===== src/rtl/router_pkg.sv =====
// Shared constants and the per-beat check update used by the router input register stage.
package router_pkg;

  localparam int DATA_W_DEF = 8;
  localparam int ADDR_W_DEF = 2;
  localparam int CHK_XOR    = 0;
  localparam int CHK_CRC    = 1;
  localparam int MAX_W      = 32;

  // One accumulator update: XOR, or a w-bit MSB-first CRC step (init/out handled by caller).
  function automatic logic [MAX_W-1:0] chk_step(
    input logic [MAX_W-1:0] acc,
    input logic [MAX_W-1:0] x,
    input logic [MAX_W-1:0] poly,
    input int               w,
    input int               mode
  );
    logic [MAX_W-1:0] mask;
    logic [MAX_W-1:0] c;
    logic [4:0]       msb;
    mask = (w >= MAX_W) ? '1 : ((MAX_W'(1) << w) - MAX_W'(1));
    msb  = 5'(w - 1);
    c    = (acc ^ x) & mask;
    if (mode == CHK_CRC) begin
      for (int i = 0; i < MAX_W; i++) begin
        if (i < w) begin
          if (c[msb]) c = ((c << 1) ^ poly) & mask;
          else        c = (c << 1) & mask;
        end
      end
    end
    return c;
  endfunction

endpackage


===== src/rtl/router_chk_acc.sv =====
// Packet check accumulator: XOR parity or CRC, cleared on header, updated on enabled beats.
module router_chk_acc
  import router_pkg::*;
#(
  parameter int          DATA_W   = DATA_W_DEF,
  parameter int          CHK_MODE = CHK_XOR,
  parameter logic [31:0] CRC_POLY = 32'h07
) (
  input  logic              clk,
  input  logic              rst,
  input  logic              clr,
  input  logic              en,
  input  logic [DATA_W-1:0] data,
  output logic [DATA_W-1:0] acc
);

  logic [MAX_W-1:0] nxt;
  logic             unused_hi;

  assign nxt = chk_step(MAX_W'(acc), MAX_W'(data), CRC_POLY, DATA_W, CHK_MODE);

  generate
    if (DATA_W < MAX_W) begin : g_hi
      assign unused_hi = ^nxt[MAX_W-1:DATA_W];
    end else begin : g_full
      assign unused_hi = 1'b0;
    end
  endgenerate

  always_ff @(posedge clk or posedge rst) begin
    if (rst)      acc <= '0;
    else if (clr) acc <= '0;
    else if (en)  acc <= nxt[DATA_W-1:0];
  end

endmodule


===== config.mk =====
export PLATFORM = sky130hd
export DESIGN_NAME = router_chk_acc
export DESIGN_NICKNAME = d
export VERILOG_FILES = /design/src/rtl/router_pkg.sv /design/src/rtl/router_chk_acc.sv
export SDC_FILE = /design/constraint.sdc
export NUM_CORES = 1
export LEC_CHECK = 0
export BUFFER_PORTS_ARGS = -buffer_cell sky130_fd_sc_hd__buf_2
export CAP_MARGIN = 20
export CORE_AREA = 2 2 39 41
export DETAILED_ROUTE_END_ITERATION = 12
export DIE_AREA = 0 0 41 43
export GPL_TIMING_DRIVEN = 0
export PLACE_DENSITY_LB_ADDON = 0.05
export SYNTH_ARGS = -nofsm -noshare
export SYNTH_HDL_FRONTEND = slang
export SYNTH_SLANG_ARGS = --single-unit

===== constraint.sdc =====
create_clock -name clk -period 0.8 [get_ports clk]
set_clock_uncertainty 0.1 [all_clocks]
set_input_delay 0.04 -clock clk [delete_from_list [all_inputs] [get_ports clk]]
set_output_delay 0.04 -clock clk [all_outputs]
set_load 0.01 [all_outputs]

======== Word-level counts from Yosys, hierarchy flattened ========
Cells that the tools add are included.
word-level totals
  register bits after elaboration ......... 8
  bits in latches ......................... 0
  bits in writable memories ............... 0
  ROM bits ................................ 0
  input port bits ......................... 12
  output and inout bits ................... 8
  word-level logic and storage cells ...... 5
  memories kept ........................... 0
cells by class
  $add $sub $neg .......................... 0
  $mul .................................... 0
  divide/modulo/power cells ............... 0
  $lt $le $gt $ge ......................... 0
  equality and inequality tests ........... 0
  shift-type cells ........................ 0
  multiplexer cells ....................... 2
  bitwise gates (word level) .............. 1
  reductions and logical operators ........ 1
operators with widths
  operator            number
  2-to-1 mux 8 bit    2
  bitwise XOR 8 bit   1
  nonzero test 2 bit  1

======== Logic depth before layout (Yosys ltp) ========
  depth after elaboration ................. 3
  depth in mapped cells ................... 4

======== Least setup slack after synthesis ========
No wires, ideal clock.
  kind .................................... reg-to-reg
  start ................................... register acc[0]
  end ..................................... register acc[0]
  arrival ................................. 0.695 ns
  slack ................................... -0.072 ns
  cell stages (with the launch flop) ...... 3
  path through ............................ dfrtp_1 > a21bo_2 > a21oi_1
on the way
  longest elaborated chain between the ends .. 3
RTL lines
  item                    line                  text
  start, declared         router_chk_acc.sv:14  output logic [DATA_W-1:0] acc
  start signal, assigned  router_chk_acc.sv:33  else if (en) acc <= nxt[DATA_W-1:0];
  bitwise XOR 8 bit       router_pkg.sv:23      c = (acc ^ x) & mask;
  2-to-1 mux 8 bit        router_chk_acc.sv:33
  2-to-1 mux 8 bit        router_chk_acc.sv:32  else if (clr) acc <= '0;
No other way between the ends. The select of a mux whose other input is x is not followed.
A chain may end at the register's enable or synchronous reset.

======== Worst setup path after layout ========
  start ................................... register acc[4]
  end ..................................... output port acc[4]
No word-level cell between the ends.

==> metrics.md <==
| Metric | Value |
|---|---|
| Outcome | `finished with violations` |
| Failing checks | `negative hold slack, negative setup slack` |
| HP Start | `data[0]` |
| Synth Cell Area | `410 µm²` |
| Slew Limit Fails | `0` |
| Max Fclk | `1080 MHz` |
| Final setup fails | `16` |
| Largest net degree at the start of global routing | `11` |
| DRT antenna net count | `0` |
| Hold WC Path Type | `in2reg` |
| Setup Fix Bufs, Post-CTS | `0` |
| Max IR drop VDD | `675 µV` |
| CTS Root Cell | `clkbuf_4` |
| Top-area cell type share of the netlist area | `around 50%` |
| Cells after Synth | `36` |
| Clk slew on worst S/H paths | `around 0.06 ns` |
| Final wirelength | `approximately 1100 µm` |
| Avg Inst Size Synth | `between 10 and 15 µm²` |
| Share of layout cells above drive strength 1 | `~58%` |
| Antenna Cells | `0` |
| I/O Buffers | `17` |
| Fin crit period | `roughly 0.9 ns` |
| Clock Sink Count | `8` |
| Clk_lat worst skew | `~0.26 ns` |
| WL/cell | `14.6 µm` |
| Pwr per Cell Area | `1660 nW/µm²` |
| CTS Buf Count | `3` |
| Cts-stage hold buffer count | `1` |
| Starting DRT DRC Count | `6` |
| Top reg by flops | `acc` |
| Bufs on Longest Clock Path | `2` |
| Hold Crit Depth | `3` |
| First drt pass iteration count | `4` |
| Dpl ws | `-0.0754 ns` |
| Initial antenna violation count | `0` |
| # rows | `14` |
| Total track usage | `between 10% and 20%` |
| Ports | `20` |
| Die W | `roughly 40 µm` |
| Seq cells post-synth | `8` |
| Reg2Reg Depth | `2` |
| Full die area | `1760 µm²` |
| Remaining DRCs | `0` |
| Worst r2r dst | `acc[7]` |
| Top post-synthesis cells by area | `dfrtp_1, a21bo_2, nand3b_1` |
| Register area share after synthesis | `48.8%` |
| R2r setup slk | `-0.10 ns` |
| Slew @ Worst Pin | `0.481 ns` |
| Family with the most delay on the worst path | `flip-flops` |
| Floorplan core area | `between 1000 and 1500 µm²` |
| Non-filler cells, final | `73` |
| Fin nets | `71` |
| Syn_nets | `48` |
| RSZ-0062 raised after global routing | `true` |
| R2r startpoint | `acc[7]` |
| Critical-path top delay cell | `dfrtp_1` |
| WP buf/inv | `1` |
| Req. time, crit path | `0.66 ns` |
| First-pass GRT wire length | `1640 µm` |
| Post-Layout Inst Area | `573 µm²` |
| Unique masters post-synth | `8` |
| Top cell type by total area after synthesis | `dfrtp_1` |
| Regs by FF count | `acc: 8 flops` |
| CP Capture Type | `output pin` |
| Synthesis Warnings | `0` |
| Via count | `365` |
| Max H-tree Level | `1` |
| Placed insts | `between 60 and 70` |
| Design Power | `approximately 0.95 mW` |
| Hold Path Sink | `acc[0]` |
| CP Class | `reg2out` |
| Max_cap viols | `0` |
| Die height | `43 µm` |
| Grt total ovfl | `0` |
| GP Congestion | `~0.64` |
| Number of global-route vias before repair | `380` |
| Final hold slack | `-0.0455 ns` |
| Final setup margin | `-0.127 ns` |
| DP Wirelength | `734 µm` |
| Slew HR | `around two thirds` |
| Period Utilization, post-route | `116%` |
| Number of failing hold endpoints at the final stage | `7` |
| Startpoint Class | `register` |
| Cells along the critical path | `buf_2` |
| Via/cell ratio | `5.00` |
| Synthesis-to-layout area growth | `39.6%` |
| Crit Path Max Fanout | `3` |
| Pleak | `between 0.2 and 0.3 nW` |
| CP peak stage delay | `approximately 0.4 ns` |
| Filler cell count | `140` |
| Initial Util | `between 20 and 30%` |
| Layout Utilization | `between 40% and 50%` |
| Largest register FFs | `8` |
| WP data arrival | `about 0.8 ns` |
| Area of placed instances | `slightly above 500 µm²` |
| CTS tree | `done` |
-- placed cells by master, fill, tap and decap left out, drive strengths merged --
master,netlist,final
clkbuf,0,3
nand3b,8,8
dfrtp,8,8
a21bo,8,8
dlygate4sd3,0,1
a21oi,8,8
inv,1,1
buf,3,20
-- cells in the mapped netlist --
master    instances
buf_6             2
inv_1             1
a21bo_2           6
nand3b_1          8
a21oi_1           8
a21bo_1           2
dfrtp_1           8
buf_1             1
-- where the power goes --
part           switching (mW)  internal (mW)
combinational          0.0900         0.0998
sequential             0.0157          0.430
clock                   0.144          0.172
total                   0.249          0.702
-- repair_timing --
action                                  in CTS  in global routing
endpoints found under the setup margin      16                 16
hold endpoints to repair                    16                  8
pin swaps                                    2                  3
resized for setup                            4                  2
-- worst max path at each step --
stage / startpoint / end / slack, ns / depth (start not counted)
2_1_floorplan: acc[0] / acc[0] / -0.07 / 2
3_3_place_gp: acc[5] / acc[5] / -0.02 / 2
5_1_grt: acc[1] / acc[1] / -0.17 / 1
6_report: acc[4] / acc[4] / -0.13 / 1
3_5_place_dp: acc[7] / acc[7] / -0.08 / 2
4_1_cts: acc[6] / acc[6] / -0.13 / 1
-- stage by stage --
step | hold WS [ns] | TNS, ns
3_3_place_gp | -0.108 | -0.172
3_5_place_dp | -0.0932 | -0.455
2_1_floorplan | -0.244 | -0.544
5_1_grt | -0.0365 | -2.18
6_report | -0.0455 | -1.55
4_1_cts | -0.0453 | -1.52
-- metal layers --
layer / GRT usage, % / part of all wire [%] / up-vias
met3: 3.14 / 6.4 / 0
li1: - / - / 173
met2: 22.5 / 54 / 11
met4: 8.00 / 0 / 0
met5: 0 / 0 / -
met1: 16.0 / 40 / 181
-- layout make-up --
class	count	area (µm²)	area share, %
repair buffers	18	101	17.7
inverters	1	3.75	0.655
plain buffers	3	26.3	4.59
flip-flops and latches	8	200	34.9
multi-input cells	24	199	34.7
clock buffers	3	22.5	3.93
well taps	16	20.0	3.49
-- logic make-up after synthesis --
logic type,synth area share (%)
AO/OA/AOI/OAI,29.3
buffers and inverters,7.31
flip-flops,48.8
AND/OR/NAND/NOR,14.6
Note: power is estimated with default switching activity, not from simulation.
